$ cat config.mk
export PLATFORM = sky130hd
export DESIGN_NAME = multicycle_control
export DESIGN_NICKNAME = d
export VERILOG_FILES = /design/src/rtl/multicycle_control.sv
export SDC_FILE = /design/constraint.sdc
export NUM_CORES = 1
export LEC_CHECK = 0
export BUFFER_PORTS_ARGS = -buffer_cell sky130_fd_sc_hd__buf_4
export CAP_MARGIN = 20
export CORE_MARGIN = 3
export CORE_UTILIZATION = 30
export CTS_CLUSTER_SIZE = 25
export DETAILED_ROUTE_END_ITERATION = 6
export HOLD_SLACK_MARGIN = 0.1
export PLACE_DENSITY_LB_ADDON = 0.08
export SLEW_MARGIN = 20
export SYNTH_ARGS = -nofsm -noshare
export SYNTH_HDL_FRONTEND = slang
export SYNTH_SLANG_ARGS = --single-unit
$ cat constraint.sdc
create_clock -name clk -period 1.4 [get_ports clk]
set_input_delay 0.07 -clock clk [delete_from_list [all_inputs] [get_ports clk]]
set_output_delay 0.07 -clock clk [all_outputs]
set_load 0.02 [all_outputs]
$ cat src/rtl/multicycle_control.sv
// Moore control FSM sequencing the multicycle MIPS datapath (lw, sw, R-type, beq, j).
// Define MCCTRL_ADDI_EN to build the ADDIEX/ADDIWB path for addi; otherwise addi decodes as illegal.
module multicycle_control (
  input  logic       clk,
  input  logic       reset,
  input  logic [5:0] opcode,
  input  logic       mem_ready,
  output logic       PCWrite,
  output logic       PCWriteCond,
  output logic       IorD,
  output logic       MemRead,
  output logic       MemWrite,
  output logic       IRWrite,
  output logic       MemtoReg,
  output logic       RegWrite,
  output logic       RegDst,
  output logic       ALUSrcA,
  output logic [1:0] ALUSrcB,
  output logic [1:0] ALUOp,
  output logic [1:0] PCSource,
  output logic [3:0] state,
  output logic       instr_done,
  output logic       illegal_op
);

  localparam logic [3:0] S_FETCH  = 4'd0;
  localparam logic [3:0] S_DECODE = 4'd1;
  localparam logic [3:0] S_MEMADR = 4'd2;
  localparam logic [3:0] S_MEMRD  = 4'd3;
  localparam logic [3:0] S_MEMWB  = 4'd4;
  localparam logic [3:0] S_MEMWR  = 4'd5;
  localparam logic [3:0] S_EXEC   = 4'd6;
  localparam logic [3:0] S_ALUWB  = 4'd7;
  localparam logic [3:0] S_BRANCH = 4'd8;
  localparam logic [3:0] S_JUMP   = 4'd9;
  localparam logic [3:0] S_ADDIEX = 4'd10;
  localparam logic [3:0] S_ADDIWB = 4'd11;

  localparam logic [5:0] OP_RTYPE = 6'b000000;
  localparam logic [5:0] OP_LW    = 6'b100011;
  localparam logic [5:0] OP_SW    = 6'b101011;
  localparam logic [5:0] OP_BEQ   = 6'b000100;
  localparam logic [5:0] OP_J     = 6'b000010;
  localparam logic [5:0] OP_ADDI  = 6'b001000;

  logic [3:0] state_q;
  logic [3:0] state_d;
  logic       op_legal;

  always_comb begin
    case (opcode)
      OP_RTYPE, OP_LW, OP_SW, OP_BEQ, OP_J: op_legal = 1'b1;
`ifdef MCCTRL_ADDI_EN
      OP_ADDI:                              op_legal = 1'b1;
`endif
      default:                              op_legal = 1'b0;
    endcase
  end

  always_comb begin
    state_d = state_q;
    case (state_q)
      S_FETCH:  if (mem_ready) state_d = S_DECODE;
      S_DECODE: begin
        case (opcode)
          OP_RTYPE:       state_d = S_EXEC;
          OP_LW, OP_SW:   state_d = S_MEMADR;
          OP_BEQ:         state_d = S_BRANCH;
          OP_J:           state_d = S_JUMP;
`ifdef MCCTRL_ADDI_EN
          OP_ADDI:        state_d = S_ADDIEX;
`endif
          default:        state_d = S_FETCH;
        endcase
      end
      S_MEMADR: begin
        if (opcode == OP_LW)      state_d = S_MEMRD;
        else if (opcode == OP_SW) state_d = S_MEMWR;
        else                      state_d = S_FETCH;
      end
      S_MEMRD:  if (mem_ready) state_d = S_MEMWB;
      S_MEMWB:  state_d = S_FETCH;
      S_MEMWR:  if (mem_ready) state_d = S_FETCH;
      S_EXEC:   state_d = S_ALUWB;
      S_ALUWB:  state_d = S_FETCH;
      S_BRANCH: state_d = S_FETCH;
      S_JUMP:   state_d = S_FETCH;
`ifdef MCCTRL_ADDI_EN
      S_ADDIEX: state_d = S_ADDIWB;
      S_ADDIWB: state_d = S_FETCH;
`endif
      default:  state_d = S_FETCH;
    endcase
  end

  always_ff @(posedge clk) begin
    if (reset) state_q <= S_FETCH;
    else       state_q <= state_d;
  end

  assign state = state_q;

  // Outputs depend only on state (plus mem_ready in memory states); reset forces all of them low.
  always_comb begin
    PCWrite     = 1'b0;
    PCWriteCond = 1'b0;
    IorD        = 1'b0;
    MemRead     = 1'b0;
    MemWrite    = 1'b0;
    IRWrite     = 1'b0;
    MemtoReg    = 1'b0;
    RegWrite    = 1'b0;
    RegDst      = 1'b0;
    ALUSrcA     = 1'b0;
    ALUSrcB     = 2'b00;
    ALUOp       = 2'b00;
    PCSource    = 2'b00;
    instr_done  = 1'b0;
    illegal_op  = 1'b0;
    if (!reset) begin
      case (state_q)
        S_FETCH: begin
          MemRead = 1'b1;
          ALUSrcB = 2'b01;
          IRWrite = mem_ready;
          PCWrite = mem_ready;
        end
        S_DECODE: begin
          ALUSrcB    = 2'b11;
          illegal_op = ~op_legal;
          instr_done = ~op_legal;
        end
        S_MEMADR: begin
          ALUSrcA = 1'b1;
          ALUSrcB = 2'b10;
        end
        S_MEMRD: begin
          MemRead = 1'b1;
          IorD    = 1'b1;
        end
        S_MEMWB: begin
          RegWrite   = 1'b1;
          MemtoReg   = 1'b1;
          instr_done = 1'b1;
        end
        S_MEMWR: begin
          MemWrite   = 1'b1;
          IorD       = 1'b1;
          instr_done = mem_ready;
        end
        S_EXEC: begin
          ALUSrcA = 1'b1;
          ALUOp   = 2'b10;
        end
        S_ALUWB: begin
          RegWrite   = 1'b1;
          RegDst     = 1'b1;
          instr_done = 1'b1;
        end
        S_BRANCH: begin
          ALUSrcA     = 1'b1;
          ALUOp       = 2'b01;
          PCWriteCond = 1'b1;
          PCSource    = 2'b01;
          instr_done  = 1'b1;
        end
        S_JUMP: begin
          PCWrite    = 1'b1;
          PCSource   = 2'b10;
          instr_done = 1'b1;
        end
`ifdef MCCTRL_ADDI_EN
        S_ADDIEX: begin
          ALUSrcA = 1'b1;
          ALUSrcB = 2'b10;
        end
        S_ADDIWB: begin
          RegWrite   = 1'b1;
          instr_done = 1'b1;
        end
`endif
        default: ;
      endcase
    end
  end

endmodule

# Yosys cells after proc, flatten, opt, wreduce, memory -nomap -nowiden

Cells that the tools add are included.

ROM bits: 0
Memories: 0
Output and inout bits: 22
Register bits: 4
Memory bits (writable): 0
Latch bits: 0

Shifts and indexed selects: 0
Add/subtract/negate cells: 0
Bitwise logic cells: 1
Order comparisons: 0
Multiply operators: 0
Divide/modulo/power cells: 0
Equal/unequal tests: 16
Reductions and logical operators: 10
Muxes and demuxes: 38

Operator list:

| kind               | number |
|---|---|
| $pmux 4 s6         | 1 |
| $mux 1             | 23 |
| $eq 4x3->1 const B | 4 |
| $pmux 4 s4         | 1 |
| $eq 6x6->1 const B | 2 |
| $mux 4             | 3 |
| $eq 4x2->1 const B | 2 |
| $eq 4x4->1 const B | 2 |
| $pmux 2 s2         | 2 |
| $reduce_or 2->1    | 4 |
| $eq 6x2->1 const B | 1 |
| $eq 6x3->1 const B | 1 |
| $logic_not 6->1    | 1 |
| $mux 2             | 3 |
| $mux 3             | 2 |
| $ne 2x2->1 const B | 3 |
| $pmux 2 s3         | 1 |
| $reduce_or 5->1    | 1 |
| $eq 4x1->1 const B | 1 |
| $logic_not 4->1    | 1 |
| $reduce_or 4->1    | 1 |
| $pmux 1 s3         | 1 |
| $reduce_and 3->1   | 1 |
| $reduce_or 3->1    | 1 |
| other kinds (2)    | 2 |

# Longest topological paths before layout

Gate-level depths: netlist of the first run.

Depth in word-level cells: 6
Depth in mapped cells: 7
Gate-level depth less buffers: 5

# Worst setup path before layout of the first run

Ideal clock, no wire load.

Path kind: register -> output
Start: register state_q[0] (netlist: state[0])
End: output port PCWrite
Data required time: 1330 ps
Data arrival time: 1864 ps
Stages on the path, launching flop included: 4
Slack: -534 ps
Cell sequence: dfxtp_1 > buf_2 > nor4b_1 > or2_1

Word-level cells in the longest chain between the ends: 3
Elaborated cells between the ends (all ways): 4
Those cells by class: 1 x eq/ne; 2 x mux; 1 x reduce/logical

Ends and longest elaborated chain:

| item                                                 | RTL line | text |
|---|---|---|
| start: declaration                                   | 46       | `logic [3:0] state_q;` |
| start signal: assignment                             | 98       | `else state_q <= state_d;` |
| $eq 4x4->1 / $logic_not 4->1 (equally long branches) | 121      | `case (state_q)` |
| $pmux 1 s2 *                                         | 121      |  |
| $mux 1 *                                             | 120      | `if (!reset) begin` |
| end: declaration                                     | 8        | `output logic PCWrite,` |

Every way passes the cells marked *; elsewhere a longest branch is shown, timed or not.

# Worst setup path in the final report of the first run

Start: register state_q[1] (netlist: state[1])
End: output port instr_done

Word-level cells in the longest chain between the ends: 4
Elaborated cells between the ends (all ways): 9
Those cells by class: 6 x eq/ne; 2 x mux; 1 x reduce/logical

Ends and longest elaborated chain:

| item                                            | RTL line | text |
|---|---|---|
| $eq 4x4->1 / $eq 4x3->1 (equally long branches) | 121      |  |
| $reduce_or 4->1 (no line)                       | --       |  |
| $pmux 1 s3 *                                    | 121      |  |
| $mux 1 *                                        | 120      |  |
| end: declaration                                | 22       | `output logic instr_done,` |

Marked as above.

==> reports/qor.csv, run 1 <==
metric;value;unit
core area;1783;µm²
vias;800;
combinational family with the most area after synthesis;simple AND/OR/NAND/NOR gates;
CP Capture Type;primary output;
DR WL met2;1034;µm
DR WL met3;88;µm
Clock transition at path regs;0.04;ns
Leakage;0.5000;nW
internal cell power;0.3153;mW
XOR/XNOR Fraction of Synth Area;2.991;%
Gate Count Post-Synth;82;
Clock power frac;31.1;%
Yosys reg bits;4;
WL per Instance;13.34;µm
first-pass GRT wire length;3415;µm
latest clock arrival within the worst-skew pair;0.24;ns
commonest non-fill, non-tap cell in the layout;buf_4;
NetSw;0.1558;mW
failing checks;negative setup slack;
Slew headroom;79.09;%
CTS root buf;clkbuf_4;
sequential fraction of the synthesis area;13.68;%
initial drt markers;12;
Die Span Y;50.18;µm
Syn-to-layout area delta;102.8;%
CTS max path bufs;2;
pwr dens;396.8;nW/µm²
sw frac;33.07;%
antenna diode count;0;
Routability Congestion;0.8104;
M1 wire length;924;µm
post-route antenna net violation count;0;
Syn. warnings;0;
die area;2518;µm²
Worst VDD drop;0.3376;mV
vias in the first global route;747;
H-tree Lvls;1;
fmax;0.6592;GHz
Period minus WS final;1.517;ns
Yosys cell types;36;
Layout Nets;140;
EDFF count, synth;0;
Pre-antenna DRT Iters;5;
setup ws final;-0.1170;ns
mux cell area share after synthesis;0;%
async set-reset flop share out of synthesis;0;%
skew final;0.007251;ns
Worst EP arrival;1.45;ns
largest net degree at the start of global routing;15;
worst slack, placed;0.05776;ns
largest cells by area after synthesis;dfxtp_1 (14%), nand2b_1 (7.5%), nor4_4 (7.3%);
gr ovfl total;0;
Layout Cells excl Fill;154;
Post-synth top flop;dfxtp_1;
max-cap check violation count;0;
Hold Fails Final Rpt;0;
Adder-Cell Fraction of Synth Area;0;%
Residual DRC;0;
total CTS buffers;3;
actual slew at the worst max-slew pin;0.3124;ns
Slew Viols, Final;0;
startpoint types;register;
critical path required time;1.33;ns
Seq pwr share;24.5;%
DP Cell Count;142;
Syn Area/Cell;7.141;µm²
combinational fraction of design power;44.4;%
Synth area leader;dfxtp_1;
mapped cell area;585.6;µm²
syn nets;91;
Simple-Gate Fraction of Synth Area;53.85;%
Synth Area in Compound Gates;20.30;%
hpwl dp;1505;µm
Hold Path Class;in -> reg;
Setup Viol. Count Final;5;
final wirelength;2055;µm
max reg flops;4;
Setup CP Type;reg -> out;
port buffer count;30;
Sink Count;4;
Power, Total;0.4712;mW
initial antenna violation count;0;
RSZ-0062 raised after global routing;true;
die width;50.18;µm
Starting Density;32.84;%
status;complete, but fails checks;
Fill cells;162;
num ports;31;
num rows;15;
GRT Total Usage;17.24;%
CTS tree;yes;
share of cells above drive strength 1;60.47;%
most frequent cells in the layout;buf_4 (39), nor2_1 (8), buf_6 (8), a21oi_1 (6), nand2b_1 (6);
DR top layer;met4;
vias per cell;5.195;
post-synth top area share;13.68;%
critical path peak fanout;4;
Final period util;108.4;%
## repair_timing
item                       in CTS  in global routing
gates resized for setup        13                 14
buffers inserted                4                  4
hold buffers                    1                  0
hold endpoints to repair        1                  0
pin swaps                       4                  4
setup endpoints to repair      10                 16
cloned                          0                  0
## power groups by stage
stage | clock network, mW | logic [mW] | registers [mW]
floorplan | 0 | 0.0883 | 0.124
global placement | 0 | 0.167 | 0.122
detailed placement | 0 | 0.168 | 0.122
CTS | 0.153 | 0.187 | 0.115
global route | 0.164 | 0.225 | 0.116
finish | 0.147 | 0.209 | 0.116
## critical path, stage by stage (launching register included)
cell      delay [ns]
dfxtp_2         0.32
or3_4           0.42
nand2b_4        0.19
o22ai_4         0.15
buf_6           0.14
## metal layers
metal,up-vias,global-route usage (%)
li1,399,-
met4,0,3.687
met5,-,0
met3,2,3.858
met1,377,23.23
met2,22,27.83
## cell usage after synthesis (2+ instances only)
cell      instances
xnor2_1           2
nor3_1            5
nand2_1           3
and3b_1           2
o21a_1            2
inv_1             3
buf_2             4
nand2b_1          7
nor2_1           11
nor4_1            3
o21ai_0           2
a21oi_1           6
and3_1            4
dfxtp_1           4
nor4_4            2
nand3_1           2
## worst paths after layout
check | from | end | slack [ns] | depth (start not counted)
hold reg to reg | state[3]$_SDFFE_PP0P_ | state[0]$_SDFFE_PP0P_ | 0.49 | 1
hold / removal | opcode[2] | state[3]$_SDFFE_PP0P_ | 0.17 | 3
setup reg to reg | state[0]$_SDFFE_PP0P_ | state[0]$_SDFFE_PP0P_ | 0.02 | 7
setup / recovery | state[1]$_SDFFE_PP0P_ | instr_done | -0.12 | 4
## stage by stage
stage | utilization [%] | instance area [µm²] | TNS [ns] | hold WS, ns
after global placement | 55.30 | 985.9 | 0 | 0.2607
after detailed placement | 55.30 | 985.9 | 0 | 0.2617
after global routing | 66.60 | 1187 | -0.9625 | 0.1700
final | 66.60 | 1187 | -0.3216 | 0.1669
after CTS | 61.33 | 1094 | -0.3435 | 0.1652
after floorplan | - | 674.4 | -0.4260 | 0.1335
## layout make-up
class	count	area, µm²	share of cell area [%]
Multi-Input combinational cell	68	586.8	49.42
Timing Repair Buffer	51	442.9	37.30
Sequential cell	4	92.59	7.798
Tap cell	25	31.28	2.634
Clock buffer	3	22.52	1.897
Inverter	3	11.26	0.9484
## cell families after synthesis
| family | after synthesis |
|---|---|
| AND/OR/NAND/NOR | 48 |
| buffers and inverters | 10 |
| AO/OA/AOI/OAI | 18 |
| XOR/XNOR | 2 |
| flip-flops | 4 |
Note: power is estimated with default switching activity, not from simulation.
==> run 2, diff against run 1 <==
- ABC_AREA: default -> 1
- RECOVER_POWER: default -> 50
==> run 2 against run 1 <==
Effect of this change:
- the run now ends clean
- synthesized area is 3.4% lower
- power decreased by 1.3%
- register-to-register slack better by 0.20 ns
- worst setup slack improved by 0.17 ns
- sequential cell count unchanged
- via count down 2.4%
- utilization is 15 points lower
- clock power is 3% lower
- cell area decreased by 24%
- critical path type unchanged
==> reports/qor.csv, run 2 <==
metric;value;unit;change
Final period util;96.17;%;-12 points
Gate Count Post-Synth;109;;+33%
vias;781;;-2.4%
Hold Fails Final Rpt;0;;unchanged
gr ovfl total;0;;unchanged
port buffer count;30;;unchanged
hold_sp;mem_ready;;
Worst EP arrival;1.28;ns;-0.17 ns
Util after Layout;51.76;%;-15 points
most frequent cell after synthesis;nor2_1;;
Setup CP Type;reg -> out;;
share of cells above drive strength 1;45.14;%;-15 points
Layout Cells excl Fill;169;;+9.7%
Yosys cell types;16;;-56%
H-tree Lvls;1;;unchanged
Die Span Y;49.42;µm;-1.5%
Syn-to-layout area delta;59.73;%;
Setup Viol. Count Final;0;;-5
CP Capture Type;primary output;;
critical path required time;1.33;ns;about the same
critical path peak fanout;4;;unchanged
Routability Congestion;0.8712;;+7.5%
Starting Density;32.40;%;-0.44 points
worst reg-to-reg path cell count;8;;+1
WL per Instance;10.64;µm;-20%
skew final;0.003784;ns;-0.003466 ns
DP Cell Count;163;;+15%
Leakage;0.4975;nW;-0.51%
post-synth top area share;19.25;%;+5.6 points
fmax;0.7427;GHz;+13%
FF-to-FF Start;state[1]$_SDFFE_PP0P_;;
antenna diode count;0;;unchanged
total CTS buffers;3;;unchanged
initial antenna violation count;0;;unchanged
vias per cell;4.621;;-11%
Layout Nets;155;;+11%
actual slew at the worst max-slew pin;0.2760;ns;-0.03640 ns
async set-reset flop share out of synthesis;0;%;unchanged
startpoint types;register;;
syn nets;118;;+30%
Period minus WS final;1.346;ns;-0.1706 ns
CTS tree;yes;;
Clock transition at path regs;0.03;ns;about the same
EDFF count, synth;0;;unchanged
mapped cell area;565.5;µm²;-3.4%
max-cap check violation count;0;;unchanged
Syn Area/Cell;5.188;µm²;-27%
Syn. warnings;0;;unchanged
hold path depth;4;;+1
Hold Path Class;in -> reg;;
Residual DRC;0;;unchanged
Sink Count;4;;unchanged
initial drt markers;8;;-4
pwr dens;514.7;nW/µm²;+30%
final wirelength;1799;µm;-12%
die width;49.42;µm;-1.5%
sequential fraction of the synthesis area;14.16;%;+0.48 points
Slew Viols, Final;0;;unchanged
hold_ws;0.2014;ns;+0.03459 ns
largest net degree at the start of global routing;8;;-7
Worst VDD drop;0.3305;mV;-2.1%
Slew headroom;81.58;%;+2.5 points
max reg flops;4;;unchanged
num ports;31;;unchanged
CTS root buf;clkbuf_4;;
Synth area leader;nor2_1;;
die area;2442;µm²;-3.0%
latest clock arrival within the worst-skew pair;0.23;ns;about the same
hpwl dp;1442;µm;-4.2%
vias in the first global route;722;;-3.3%
GRT Total Usage;15.88;%;-1.4 points
CTS max path bufs;2;;unchanged
post-route antenna net violation count;0;;unchanged
status;finished clean;;
CP startpoint;state[3]$_SDFFE_PP0P_;;
core area;1745;µm²;-2.1%
largest cells by area after synthesis;nor2_1 (19%), dfxtp_1 (14%), nand2_1 (14%);;
num rows;15;;unchanged
most frequent cells in the layout;buf_4 (32), nor2_1 (27), nand2_1 (18), inv_1 (15), nand3_1 (11);;
commonest cells in the netlist;nor2_1 (29), nand2_1 (21), inv_1 (16), nand3_1 (11), nand2_2 (6);;
first-pass GRT wire length;3036;µm;-11%
Yosys reg bits;4;;unchanged
commonest non-fill, non-tap cell in the layout;buf_4;;
RSZ-0062 raised after global routing;true;;
Pre-antenna DRT Iters;4;;-1
Post-synth top flop;dfxtp_1;;
## run 2: cell count changes in the layout (fill, tap and decap cells not counted), moves of 8 or more
cell,previous run,this run
inv_1,3,15
nand3_1,2,11
nor2_1,8,27
nand2_2,0,8
nand2_1,3,18
## run 2: worst paths after layout
| kind | to | slack (ns) |
|---|---|---|
| worst max-delay path | instr_done | 0.05 |
| worst min register to register | state[2]$_SDFFE_PP0P_ | 0.68 |
| worst max register to register | state[0]$_SDFFE_PP0P_ | 0.22 |
| worst min-delay path | state[2]$_SDFFE_PP0P_ | 0.20 |
## run 2: report_power, final
| group | leakage [nW] | internal, mW | switching, mW |
|---|---|---|---|
| sequential | 0.0349 | 0.117 | 0.00531 |
| combinational | 0.449 | 0.0809 | 0.120 |
| clock | 0.0138 | 0.0958 | 0.0459 |
| total | 0.497 | 0.294 | 0.171 |
## run 2: logic make-up (layout without fill, tap and decap cells)
| kind of cell | Yosys count | after routing | synth area share (%) |
|---|---|---|---|
| buf+inv | 23 | 58 | 16.15 |
| simple gates | 76 | 76 | 62.17 |
| flops | 4 | 4 | 14.16 |
| compound gates | 6 | 6 | 7.524 |
## run 2: cell type report
class,count,area [µm²]
timing repair buffer,34,261.5
clock buffer,3,22.52
fill,197,842.1
sequential,4,90.09
inverter,21,81.33
multi-input combinational,82,416.7
tap,25,31.28
## run 2: timing repair
action                                 in CTS  in global routing
hold buffers                                1                  0
setup buffers                               1                  1
endpoints found under the hold margin       2                  0
setup endpoints to repair                   3                 13
pin swaps                                   1                  2
gates resized for setup                     6                 10
## run 2: through the flow
stage | instance area, µm² | worst slack, ns | total power [mW] | setup TNS [ns]
finish | 903.4 | 0.05361 | 0.4650 | 0
global route | 903.4 | -0.04186 | 0.5047 | -0.04517
CTS | 872.1 | 0.007822 | 0.4712 | 0
detailed placement | 817.0 | 0.1740 | 0.3117 | 0
global placement | 817.0 | 0.1761 | 0.3123 | 0
floorplan | 565.5 | 0.03153 | 0.2377 | 0
## run 2: routing by layer
metal  vias up  share of wire, %  GRT usage [%]
li1        404                 -              -
met1       346                43          18.83
met2        29                51          26.79
met3         2               5.1          3.670
met4         0              0.33          7.373
met5         -                 0              0
## run 2: critical path, cell delays in order (launching register included)
cell and delay (ns):
dfxtp_4 0.35, inv_4 0.07, nand2_2 0.09, inv_2 0.06, nand2_2 0.06, nor2_1 0.09
o21ai_0 0.09, nand3_1 0.11, buf_6 0.12
==> run 3, diff against run 2 <==
- REMOVE_ABC_BUFFERS: default -> 1
==> run 3 against run 2 <==
Effect of this change:
- sequential cell count did not move
- cell area rose by 4.6%
- global-route usage rose by 0.17 points
- register-to-register slack barely moved
- critical path type unchanged
- largest cell class unchanged
- largest power group unchanged
==> reports/qor.csv, run 3 (synthesis gave the netlist of run 2 again) <==
metric;value;unit;change
status;finished clean;;
Clock power frac;30.9;%;+0.4 points
commonest non-fill, non-tap cell in the layout;buf_4;;
Period minus WS final;1.363;ns;+0.01699 ns
Layout Nets;155;;unchanged
initial drt markers;17;;+9
Clock transition at path regs;0.04;ns;about the same
Syn-to-layout area delta;67.04;%;
core area;1745;µm²;unchanged
sw frac;38.70;%;+2.0 points
latest clock arrival within the worst-skew pair;0.25;ns;+0.02 ns
critical path peak fanout;5;;+1
vias in the first global route;703;;-2.6%
Routability Congestion;0.8540;;-2.0%
max-cap check violation count;0;;unchanged
post-route antenna net violation count;0;;unchanged
Power, Total;0.4865;mW;+4.6%
Leakage;0.5178;nW;+4.1%
final instance area;944.7;µm²;+4.6%
skew final;0.007422;ns;+0.003637 ns
Pre-antenna DRT Iters;4;;unchanged
Slew Viols, Final;0;;unchanged
combinational fraction of design power;44.0;%;+0.9 points
Worst EP arrival;1.29;ns;about the same
CTS max path bufs;2;;unchanged
num ports;31;;unchanged
CTS root buf;clkbuf_4;;
DP Area;817.0;µm²;unchanged
NetSw;0.1883;mW;+10%
actual slew at the worst max-slew pin;0.2892;ns;+0.01321 ns
vias;767;;-1.8%
Seq pwr share;25.1;%;-1.3 points
GRT Total Usage;16.05;%;+0.17 points
worst slack, placed;0.1940;ns;+0.01992 ns
Setup Viol. Count Final;0;;unchanged
WL per Instance;11.22;µm;+5.4%
initial antenna violation count;0;;unchanged
internal cell power;0.2982;mW;+1.4%
H-tree Lvls;1;;unchanged
most frequent cells in the layout;buf_4 (32), nor2_1 (27), nand2_1 (18), inv_1 (15), nand3_1 (9);;
vias per cell;4.538;;-1.8%
Final period util;97.38;%;+1.2 points
total CTS buffers;3;;unchanged
critical path required time;1.33;ns;about the same
share of cells above drive strength 1;47.92;%;+2.8 points
largest net degree at the start of global routing;9;;+1
port buffer count;30;;unchanged
antenna diode count;0;;unchanged
fmax;0.7335;GHz;-1.2%
Slew headroom;80.70;%;-0.88 points
Setup CP Type;reg -> out;;
gr ovfl total;0;;unchanged
die width;49.42;µm;unchanged
CP Capture Type;primary output;;
CTS tree;yes;;
startpoint types;register;;
slowest stage cell, crit path;dfxtp_4;;
max reg flops;4;;unchanged
Register-to-Register Setup Slack;0.22;ns;about the same
largest stage delay on the critical path;0.36;ns;about the same
Hold Fails Final Rpt;0;;unchanged
die area;2442;µm²;unchanged
hpwl dp;1418;µm;-1.7%
Sink Count;4;;unchanged
RSZ-0062 raised after global routing;true;;
Worst VDD drop;0.3065;mV;-7.3%
pwr dens;515.0;nW/µm²;about the same
Starting Density;32.40;%;unchanged
setup ws final;0.03662;ns;-0.01699 ns
Die Span Y;49.42;µm;unchanged
hold_ws;0.1856;ns;-0.01587 ns
Hold Path Class;in -> reg;;
first-pass GRT wire length;2967;µm;-2.3%
cell chain of the critical path;inv_4 > nand2_4 > nor2_4 > nand2_1 > o22ai_2 > buf_4;;
final wirelength;1897;µm;+5.4%
Residual DRC;0;;unchanged
Fill cells;186;;-5.6%
num rows;15;;unchanged
run 3: per-stage QoR:
step / setup TNS [ns] / cells / utilization (%)
6_report: 0 / 169 / 54.12
5_1_grt: -0.03281 / 169 / 54.12
4_1_cts: -0.01086 / 167 / 49.61
3_5_place_dp: 0 / 163 / 46.81
3_3_place_gp: 0 / 163 / 46.81
2_1_floorplan: 0 / 107 / -
run 3: power groups by stage:
| stage | Clock (mW) | Combinational (mW) | Sequential (mW) |
|---|---|---|---|
| floorplan | 0 | 0.104 | 0.130 |
| global placement | 0 | 0.187 | 0.125 |
| detailed placement | 0 | 0.187 | 0.125 |
| CTS | 0.153 | 0.195 | 0.123 |
| global route | 0.157 | 0.232 | 0.122 |
| finish | 0.151 | 0.214 | 0.122 |
run 3: final cells by class:
| cell class | instances | area, µm² | area share (%) |
|---|---|---|---|
| Clock buffer | 3 | 22.52 | 2.384 |
| Inverter | 21 | 83.83 | 8.874 |
| Multi-Input combinational cell | 82 | 455.4 | 48.21 |
| Sequential cell | 4 | 90.09 | 9.536 |
| Tap cell | 25 | 31.28 | 3.311 |
| Timing Repair Buffer | 34 | 261.5 | 27.68 |
run 3: final timing paths:
path,start,end,depth (start not counted)
max,state[3]$_SDFFE_PP0P_,PCWrite,6
min,mem_ready,state[2]$_SDFFE_PP0P_,4
max reg2reg,state[3]$_SDFFE_PP0P_,state[0]$_SDFFE_PP0P_,8
min reg2reg,state[2]$_SDFFE_PP0P_,state[2]$_SDFFE_PP0P_,4
run 3: repair_timing:
item	CTS	global route
resized for setup	5	20
setup endpoints to repair	4	14
pin swaps	1	1
setup buffers	1	1
hold endpoints to repair	2	2
run 3: critical path, delay by kind of cell, from the launching register on:
kind / cells / cell delay, ns
flops: 1 / 0.36
simple gates: 3 / 0.33
buf+inv: 2 / 0.23
compound gates: 1 / 0.12
run 3: per-layer routing:
layer / GRT usage [%] / share of wire, % / wire (µm) / vias up
met4: 11.06 / 3.2 / 60 / 0
met2: 27.01 / 49 / 936 / 30
met5: 0 / 0 / 0 / -
met3: 3.364 / 6.5 / 124 / 6
li1: - / - / - / 404
met1: 17.85 / 41 / 775 / 327
